[src/rtl/ace_mem_pkg.sv]
// Shared definitions for the ACE core-side memory master.
package ace_mem_pkg;

    localparam logic [1:0]  SZ_BYTE = 2'b00;
    localparam logic [1:0]  SZ_HALF = 2'b01;
    localparam logic [1:0]  SZ_WORD = 2'b10;

    localparam logic [31:0] IO_BASE         = 32'h0010_0000;
    localparam int          DEFAULT_TIMEOUT = 64;

    typedef enum logic [2:0] {
        IDLE,
        RD,
        WR,
        RMW_RD,
        RMW_WR
    } state_t;

    typedef enum logic {
        OWN_FETCH,
        OWN_DATA
    } owner_t;

    // True when a data access cannot be served by one aligned word transfer.
    function automatic logic misaligned(input logic [1:0] size, input logic [1:0] offset);
        return ((size == SZ_HALF) && offset[0])
            || ((size == SZ_WORD) && (offset != 2'b00))
            || (size == 2'b11);
    endfunction

endpackage

[src/rtl/ace_mem_lane.sv]
// Big-endian lane logic: load extraction/extension and store merge.
module ace_mem_lane
    import ace_mem_pkg::*;
(
    input  logic [31:0] word,
    input  logic [1:0]  offset,
    input  logic [1:0]  size,
    input  logic        sign_ext,
    input  logic [15:0] wdata,
    output logic [31:0] load_data,
    output logic [31:0] merge_data
);

    logic [4:0]  shift;
    logic [7:0]  lane_b;
    logic [15:0] lane_h;
    logic [31:0] lane_mask;

    // Select the addressed lane (offset 0 is the most significant) for both paths.
    always_comb begin
        // NOTE: every variable gets a default first so no branch can infer a latch.
        shift      = 5'd0;
        lane_b     = 8'h0;
        lane_h     = 16'h0;
        lane_mask  = 32'h0;
        load_data  = word;
        merge_data = word;
        case (size)
            SZ_BYTE: begin
                shift      = {~offset, 3'b000};
                lane_b     = 8'(word >> shift);
                lane_mask  = 32'h0000_00FF << shift;
                load_data  = sign_ext ? {{24{lane_b[7]}}, lane_b} : {24'h0, lane_b};
                merge_data = (word & ~lane_mask) | ({24'h0, wdata[7:0]} << shift);
            end
            SZ_HALF: begin
                shift      = {~offset[1], 4'b0000};
                lane_h     = 16'(word >> shift);
                lane_mask  = 32'h0000_FFFF << shift;
                load_data  = sign_ext ? {{16{lane_h[15]}}, lane_h} : {16'h0, lane_h};
                merge_data = (word & ~lane_mask) | ({16'h0, wdata} << shift);
            end
            default: ;
        endcase
    end

endmodule

[src/rtl/ace_mem_master.sv]
// Arbitrates fetch and data requests onto the single-word ACE memory bus.
module ace_mem_master
    import ace_mem_pkg::*;
#(
    parameter int TIMEOUT = DEFAULT_TIMEOUT
) (
    input  logic        clk,
    input  logic        reset_n,
    input  logic        if_req,
    input  logic [31:0] if_addr,
    output logic [31:0] if_rdata,
    output logic        if_valid,
    input  logic        d_req,
    input  logic        d_we,
    input  logic [1:0]  d_size,
    input  logic        d_signed,
    input  logic [31:0] d_addr,
    input  logic [31:0] d_wdata,
    output logic [31:0] d_rdata,
    output logic        d_done,
    output logic        d_err,
    output logic        busy,
    output logic        mem_read,
    output logic        mem_write,
    output logic [31:0] mem_addr,
    output logic [31:0] mem_write_data,
    input  logic [31:0] mem_read_data,
    input  logic        mem_ack
);

    localparam int CNT_W = $clog2(TIMEOUT);

    state_t      state, state_next;
    owner_t      owner;
    logic [1:0]  addr_lo, size_q;
    logic        sign_q, we_q, mis_q;
    logic [15:0] wdata_q;
    logic [31:0] rmw_word;
    logic        rd_active, wr_active;
    logic [CNT_W-1:0] wait_cnt;

    logic        pulse, grant, g_mis, g_word_store, g_rmw;
    logic [31:0] g_addr;
    logic        ack_rd, ack_wr, timed_out;
    logic        fin, fin_err, start_wr;
    logic [31:0] lane_word, load_data, merge_data;

    // Grant decode: data wins; a new grant is held off during the completion pulse.
    assign pulse        = if_valid | d_done;
    assign grant        = (state == IDLE) & (d_req | if_req) & ~pulse;
    assign g_addr       = d_req ? d_addr : if_addr;
    assign g_mis        = d_req & misaligned(d_size, d_addr[1:0]);
    assign g_word_store = d_req & d_we & (d_size == SZ_WORD) & ~g_mis;
    assign g_rmw        = d_req & d_we & (d_size != SZ_WORD) & ~g_mis;

    // Strobes drop combinationally in the ack cycle so the responder never re-triggers.
    assign ack_rd    = rd_active & mem_ack;
    assign ack_wr    = wr_active & mem_ack;
    assign timed_out = (rd_active | wr_active) & ~mem_ack & (wait_cnt == CNT_W'(TIMEOUT - 1));
    assign mem_read  = rd_active & ~mem_ack;
    assign mem_write = wr_active & ~mem_ack;
    assign busy      = (state != IDLE) | pulse;

    // The RMW write phase merges into the captured word; every other user sees the bus word.
    assign lane_word = (state == RMW_WR) ? rmw_word : mem_read_data;

    ace_mem_lane u_lane (
        .word       (lane_word),
        .offset     (addr_lo),
        .size       (size_q),
        .sign_ext   (sign_q),
        .wdata      (wdata_q),
        .load_data  (load_data),
        .merge_data (merge_data)
    );

    // State register.
    always_ff @(posedge clk or negedge reset_n) begin
        if (!reset_n) state <= IDLE;
        else          state <= state_next;
    end

    // Next-state and per-cycle control decode.
    always_comb begin
        state_next = state;
        fin        = 1'b0;
        fin_err    = 1'b0;
        start_wr   = 1'b0;
        case (state)
            IDLE: begin
                if (grant) begin
                    if (g_word_store) state_next = WR;
                    else if (g_rmw)   state_next = RMW_RD;
                    else              state_next = RD;
                end
            end
            RD: begin
                if (mis_q || timed_out) begin
                    fin = 1'b1; fin_err = 1'b1; state_next = IDLE;
                end else if (ack_rd) begin
                    fin = 1'b1; state_next = IDLE;
                end
            end
            WR: begin
                if (timed_out) begin
                    fin = 1'b1; fin_err = 1'b1; state_next = IDLE;
                end else if (ack_wr) begin
                    fin = 1'b1; state_next = IDLE;
                end
            end
            RMW_RD: begin
                if (timed_out) begin
                    fin = 1'b1; fin_err = 1'b1; state_next = IDLE;
                end else if (ack_rd) begin
                    state_next = RMW_WR;
                end
            end
            RMW_WR: begin
                if (!wr_active) begin
                    start_wr = 1'b1;
                end else if (timed_out) begin
                    fin = 1'b1; fin_err = 1'b1; state_next = IDLE;
                end else if (ack_wr) begin
                    fin = 1'b1; state_next = IDLE;
                end
            end
            default: state_next = IDLE;
        endcase
    end

    // Transaction registers, bus phase control and registered completion outputs.
    always_ff @(posedge clk or negedge reset_n) begin
        // NOTE: reset drops the in-flight transaction and clears every output register at once.
        if (!reset_n) begin
            owner          <= OWN_FETCH;
            addr_lo        <= 2'b00;
            size_q         <= SZ_WORD;
            sign_q         <= 1'b0;
            we_q           <= 1'b0;
            mis_q          <= 1'b0;
            wdata_q        <= 16'h0;
            rmw_word       <= 32'h0;
            rd_active      <= 1'b0;
            wr_active      <= 1'b0;
            wait_cnt       <= '0;
            mem_addr       <= 32'h0;
            mem_write_data <= 32'h0;
            if_rdata       <= 32'h0;
            if_valid       <= 1'b0;
            d_rdata        <= 32'h0;
            d_done         <= 1'b0;
            d_err          <= 1'b0;
        end else begin
            // NOTE: non-blocking updates; later assignments in this block override earlier ones.
            if_valid <= 1'b0;
            d_done   <= 1'b0;
            d_err    <= 1'b0;
            if ((rd_active || wr_active) && !mem_ack) wait_cnt <= wait_cnt + 1'b1;
            if (ack_rd || ack_wr || timed_out) begin
                rd_active <= 1'b0;
                wr_active <= 1'b0;
            end
            if (grant) begin
                owner          <= d_req ? OWN_DATA : OWN_FETCH;
                addr_lo        <= g_addr[1:0];
                size_q         <= d_req ? d_size : SZ_WORD;
                sign_q         <= d_req & d_signed;
                we_q           <= d_req & d_we;
                mis_q          <= g_mis;
                wdata_q        <= d_wdata[15:0];
                mem_addr       <= {g_addr[31:2], 2'b00};
                mem_write_data <= d_wdata;
                rd_active      <= ~g_mis & ~g_word_store;
                wr_active      <= g_word_store;
                wait_cnt       <= '0;
            end
            if ((state == RMW_RD) && ack_rd) rmw_word <= mem_read_data;
            if (start_wr) begin
                wr_active      <= 1'b1;
                mem_write_data <= merge_data;
                wait_cnt       <= '0;
            end
            if (fin) begin
                if (owner == OWN_DATA) begin
                    d_done  <= 1'b1;
                    d_err   <= fin_err;
                    d_rdata <= (fin_err || we_q) ? 32'h0 : load_data;
                end else begin
                    if_valid <= 1'b1;
                    if_rdata <= fin_err ? 32'h0 : load_data;
                end
            end
        end
    end

endmodule

[config.mk]
export PLATFORM = sky130hd
export DESIGN_NAME = ace_mem_master
export DESIGN_NICKNAME = d
export VERILOG_FILES = /design/src/rtl/ace_mem_pkg.sv /design/src/rtl/ace_mem_lane.sv /design/src/rtl/ace_mem_master.sv
export SDC_FILE = /design/constraint.sdc
export NUM_CORES = 1
export LEC_CHECK = 0
export CORE_MARGIN = 2
export CORE_UTILIZATION = 50
export CTS_BUF_LIST = sky130_fd_sc_hd__clkbuf_2 sky130_fd_sc_hd__clkbuf_4 sky130_fd_sc_hd__clkbuf_8
export DETAILED_ROUTE_END_ITERATION = 16
export GPL_ROUTABILITY_DRIVEN = 0
export PLACE_DENSITY_LB_ADDON = 0.2
export SKIP_LAST_GASP = 1
export SYNTH_ARGS = -nofsm -noshare
export SYNTH_HDL_FRONTEND = slang
export SYNTH_SLANG_ARGS = --single-unit
[constraint.sdc]
create_clock -name clk -period 6.4 [get_ports clk]
set_clock_uncertainty 0.2 [all_clocks]
set_input_delay 1.28 -clock clk [delete_from_list [all_inputs] [get_ports clk]]
set_output_delay 1.28 -clock clk [all_outputs]
set_load 0.02 [all_outputs]
# Word-level counts from Yosys, hierarchy flattened
# Cells that the tools add are included.
dict set report word_totals {
  latch_bits 0
  mem_bits_ro 0
  word_cells 145
  register_bits 196
  inputBits 137
  mem_count 0
  ram_bits 0
  out_inout_bits 134
}
dict set report classes {
  shifts 6
  div 0
  eq_ne 14
  n_mul 0
  magnitude_cmp 0
  n_bitwise 33
  reduce_logical 24
  muxes 48
  addsub 1
}
# op n
set ops {}
lappend ops {{32-bit 2-to-1 mux} 8}
lappend ops {{32-bit case mux with 2 select lines} 2}
lappend ops {{32-bit bitwise AND} 2}
lappend ops {{32-bit inverter} 2}
lappend ops {{32-bit bitwise OR} 2}
lappend ops {{16-bit by 5-bit << shifter with 32-bit output} 1}
lappend ops {{16-bit by 5-bit << shifter with 32-bit output (first input constant)} 1}
lappend ops {{8-bit by 5-bit << shifter with 32-bit output} 1}
lappend ops {{8-bit by 5-bit << shifter with 32-bit output (first input constant)} 1}
lappend ops {{32-bit by 5-bit >> shifter with 16-bit output} 1}
lappend ops {{32-bit by 5-bit >> shifter with 8-bit output} 1}
lappend ops {{3-bit 2-to-1 mux} 8}
lappend ops {{1-bit 2-to-1 mux} 21}
lappend ops {{6-bit 2-to-1 mux} 3}
lappend ops {{1-bit bitwise AND} 16}
lappend ops {{3-bit case mux with 5 select lines} 1}
lappend ops {{3-bit nonzero test} 3}
lappend ops {{1-bit logical OR} 7}
lappend ops {{6-bit by 1-bit adder with 6-bit output (second input constant)} 1}
lappend ops {{3-bit by 2-bit equality test with 1-bit output (second input constant)} 2}
lappend ops {{6-bit equality test (second input constant)} 1}
lappend ops {{2-bit 2-to-1 mux} 3}
lappend ops {{2-bit != test (second input constant)} 3}
lappend ops {{3-bit != test (second input constant)} 2}
lappend ops {{17 further kinds} 33}

# Longest topological paths before layout
dict set report depth {
  ltp_word 11
  ltp_mapped 10
  ltp_nobuf 7
}

# By module
# Synthesis repeated with hierarchy kept, for this count alone.
dict set report hier_totals {
  cells_unflattened 1038
  hier_area_um2 10627.7
}
# mod seq_area_each_um2 area_each_um2 instances cells_per_inst
set by_module_without_submodules {}
lappend by_module_without_submodules {ace_mem_master 4906.0 9081.2 1 829}
lappend by_module_without_submodules {ace_mem_lane 0.0 1546.5 1 209}

# Worst setup path before layout
# Ideal clock, no wire load.
dict set report synth_path {
  path_type {in2reg}
  startpoint {input port mem_ack}
  endpoint {register if_rdata[30]}
  t_arrival_ns 2.886
  t_required_ns 6.077
  path_slack_ns 3.191
  n_path_buf 3
  setup_ns 0.123
  path_stages 9
  path_cell_list {and4b_1 and2_1 clkbuf_2 o31a_1 buf_6 o21ai_2 inv_2 buf_6 o221a_2}
}
dict set report synth_via {
  elab_chain_len 7
  word_cells_on_any_way 18
  classes_between {11 x mux; 5 x bitwise; 2 x reduce/logical}
}
# item line_no
set synth_rtl {}
lappend synth_rtl {{start: declaration} ace_mem_master.sv:28} ;# input logic mem_ack
lappend synth_rtl {{1-bit inverter} ace_mem_master.sv:59} ;# assign timed_out = (rd_active | wr_active) & ~mem_ack & (wait_cnt == CNT_W'(TIMEOUT - 1));
lappend synth_rtl {{1-bit bitwise AND (2 in a row)} ace_mem_master.sv:59}
lappend synth_rtl {{1-bit 2-to-1 mux (tied with other cells)} ace_mem_master.sv:105} ;# if (timed_out) begin
lappend synth_rtl {{1-bit 2-to-1 mux (on tied branches)} {ace_mem_master.sv:119, ace_mem_master.sv:98}}
lappend synth_rtl {{1-bit case mux with 4 select lines / 1-bit case mux with 3 select lines (equally long branches)} ace_mem_master.sv:89} ;# case (state)
lappend synth_rtl {{2-bit AND reduction (no line) / 32-bit 2-to-1 mux (equally long branches)} n/a}
lappend synth_rtl {{end signal: assignment} ace_mem_master.sv:190} ;# if_rdata <= fin_err ? 32'h0 : load_data;
lappend synth_rtl {{end: declaration} ace_mem_master.sv:11} ;# output logic [31:0] if_rdata,
# Parallel ways exist; a longest one is shown, timed or not.
# A chain may end at the register's enable or synchronous reset.

# Worst setup path in the final report
dict set report layout_path {
  startpoint {input port mem_ack}
  endpoint {output port mem_read}
}
dict set report layout_via {
  elab_chain_len 2
}
# item line_no
set layout_rtl {}
lappend layout_rtl {{1-bit inverter} ace_mem_master.sv:60} ;# assign mem_read = rd_active & ~mem_ack;
lappend layout_rtl {{1-bit bitwise AND} ace_mem_master.sv:60}
lappend layout_rtl {{end: declaration} ace_mem_master.sv:23} ;# output logic mem_read,
# Every way passes these cells.

==> impl_metrics.toml <==
[place]
port_buffers = 268
dp_cells = 1385
dpl_worst_slack_ns = 1.96
dp_hpwl_um = 21000
detailed_place.area_um2 = 12500

[logic_synthesis]
syn_inst = 910
synth-seq-cells = 196
synth-seq-area-share = 0.505
netlist.area_leader.share = 0.502
synth_edf_count = 0
synth_area_um2 = 9720
synth_largest_area_cell = "dfrtp_1"
synth.area.top_cells = "dfrtp_1 50%, mux2i_1 7.9%, mux2_2 4.6%, nand2_1 3.6%, a21oi_1 3.6%"
yosys_warnings = 0
synthDistinctLibCells = 68
avgSynthCellArea_um2 = 10.7
synthArstFlopShare = 1.00
ys.flop_type = "dfrtp_1"

[clock_network]
h-tree-depth = 4
cts_root_buf = "clkbuf_8"
post_cts_buffers = 0
clk_pin_slew_ns = 0.12
clock_path_buffers = 2
hold_buffers = 0
cts_tree = "done"
clk_latency_ns = 0.48
cts_num_sinks = 196
cts_buffers = 17
cts_resized = 0

[finish]
n_antenna_cell = 0
fin_cells = 1417
postLayoutCoreUtil = 0.684
fillCellCount = 1524
drive_above_1_share = 0.113
nets = 1282
syn_to_final_growth_pct = 33.0
final_cell_area_um2 = 12900

[global_route]
grt_pass1_wl_um = 44800
globalRoute.totalOverflow = 0
grt_pass1_vias = 8215
antenna_found_initial = 0
track_usage = 0.282
grt_max_degree = 81

[critical_path]
critPathArrivalTime_ns = 2.65
critPathCaptureType = "primary output"
cp-startpoint = "mem_ack"
r2r_start = "state[1]"
crit_type = "in -> out"
crit_required_ns = 4.92
cp_max_fo = 7
crit_path_start_kind = "input pin"

[min_path]
min_path_type = "reg -> reg"
hold_start = "d_rdata[8]"

[die]
coreArea_um2 = 18900
fp.dieW_um = 143
die_area_um2 = 20600
io_pins = 271
initial_core_util = 0.514
dieHeight_um = 143
rows = 50

[sta]
relSlewSlack = 0.296
tns_ns = 0
worstMarginPinSlew_ns = 1.06
setup_violations = 0
rsz0062_at_grt = "false"
post-route-min-period_ns = 4.13
whs_ns = 0.306
period_share = 0.645
max_freq_ghz = 0.242
setup_slack_ns = 2.27
hold_violations = 0
maxSlewViolCount = 0

[routing]
drtPass1Iterations = 5
drtIter0Drc = 763
vias = 8326
wire_per_inst_um = 20.2
drc_errors = 0
routed_wl_um = 28700
viasPerCell = 5.88
drtAntennaViolNets = 0

[power]
peakVddDrop_v = 0.000274
p_per_area_nw_per_um2 = 493
total_power_mw = 6.37
leakage_nw = 5.61

[job]
maxCapViolations = 0

[status]
status = "finished clean"
==> critical path, stage by stage <==
cell and delay, ns:
clkdlybuf4s50_1 0.52, nor2b_1 0.20, clkdlybuf4s50_1 0.65
==> cell usage in the layout, fill, tap and decap left out, drive strengths merged, types with 17 or more instances in the layout <==
| cell | count |
|---|---|
| a22oi | 17 |
| mux2 | 40 |
| nor2 | 82 |
| inv | 18 |
| a21oi | 70 |
| nor2b | 27 |
| clkdlybuf4s50 | 266 |
| clkbuf | 18 |
| o211ai | 26 |
| o221a | 34 |
| o21ai | 31 |
| nand2 | 94 |
| o2bb2ai | 26 |
| dfrtp | 195 |
| mux2i | 77 |
==> worst paths after layout <==
| path | endpoint | slack [ns] | cells past startpoint |
|---|---|---|---|
| setup reg to reg | d_rdata[31] | 3.06 | 6 |
| hold / removal | d_rdata[8] | 0.31 | 1 |
| hold reg to reg | d_rdata[8] | 0.31 | 1 |
| setup / recovery | mem_read | 2.27 | 3 |
| max in group asynchronous | wdata_q[8] | 4.15 | 2 |
| min in group asynchronous | mem_addr[29] | 0.50 | 1 |
==> cell type report <==
type                    count  area (um^2)  area share
clock inverters            15          175      0.0136
inverters                   9         33.8     0.00261
multi-input cells         640         4480       0.347
flip-flops and latches    196         4910       0.380
repair buffers            280         2770       0.214
clock buffers              17          234      0.0181
well taps                 260          325      0.0252
==> cells by family after synthesis <==
| logic type | Yosys count | share of synthesized area |
|---|---|---|
| flip-flops | 196 | 0.505 |
| multiplexers | 119 | 0.130 |
| adder cells (fa/ha/maj) | 1 | 0.00129 |
| other | 1 | 0.000386 |
| AND/OR/NAND/NOR | 243 | 0.112 |
| AO/OA/AOI/OAI | 269 | 0.210 |
| XOR/XNOR | 6 | 0.00541 |
| buffers and inverters | 75 | 0.0358 |
==> registers in the layout, summed over array words and instances (netlist names), 2 cells and up <==
name / cells
addr_lo: 2
d_rdata: 32
if_rdata: 32
mem_addr: 30
mem_write_data: 32
rmw_word: 32
size_q: 2
state: 3
wait_cnt: 6
wdata_q: 16
==> report_power, final <==
group / total [mW] / switching (mW) / internal (mW) / leakage [nW]
Sequential: 2.28 / 0.471 / 1.80 / 2.41
Combinational: 3.27 / 1.74 / 1.53 / 3.00
Clock: 0.821 / 0.518 / 0.303 / 0.204
Total: 6.37 / 2.73 / 3.64 / 5.61
==> routing by layer <==
layer	up-vias	routed length (um)	track usage
met5	-	0	0
met4	0	673	0.0877
met3	53	2290	0.0620
met2	372	13500	0.439
met1	4082	12200	0.397
li1	3819	-	-
==> synth_stat cells (3+ instances only) <==
cell,instances
a211oi_1,9
a21o_1,7
a21oi_1,69
a221o_1,5
a22o_1,8
a22oi_1,17
a32oi_1,4
and2_1,7
buf_2,18
buf_4,3
buf_6,4
clkbuf_1,37
dfrtp_1,195
inv_1,6
mux2_2,40
mux2i_1,77
nand2_1,94
nand3_1,8
nor2_1,82
nor2b_1,27
nor3_1,6
nor3b_1,4
o211ai_1,25
o21ai_0,29
o221a_1,10
o221a_2,24
o22ai_1,11
o2bb2ai_1,26
xnor2_1,3
xor2_1,3
Power figures use the tool's default switching activity.
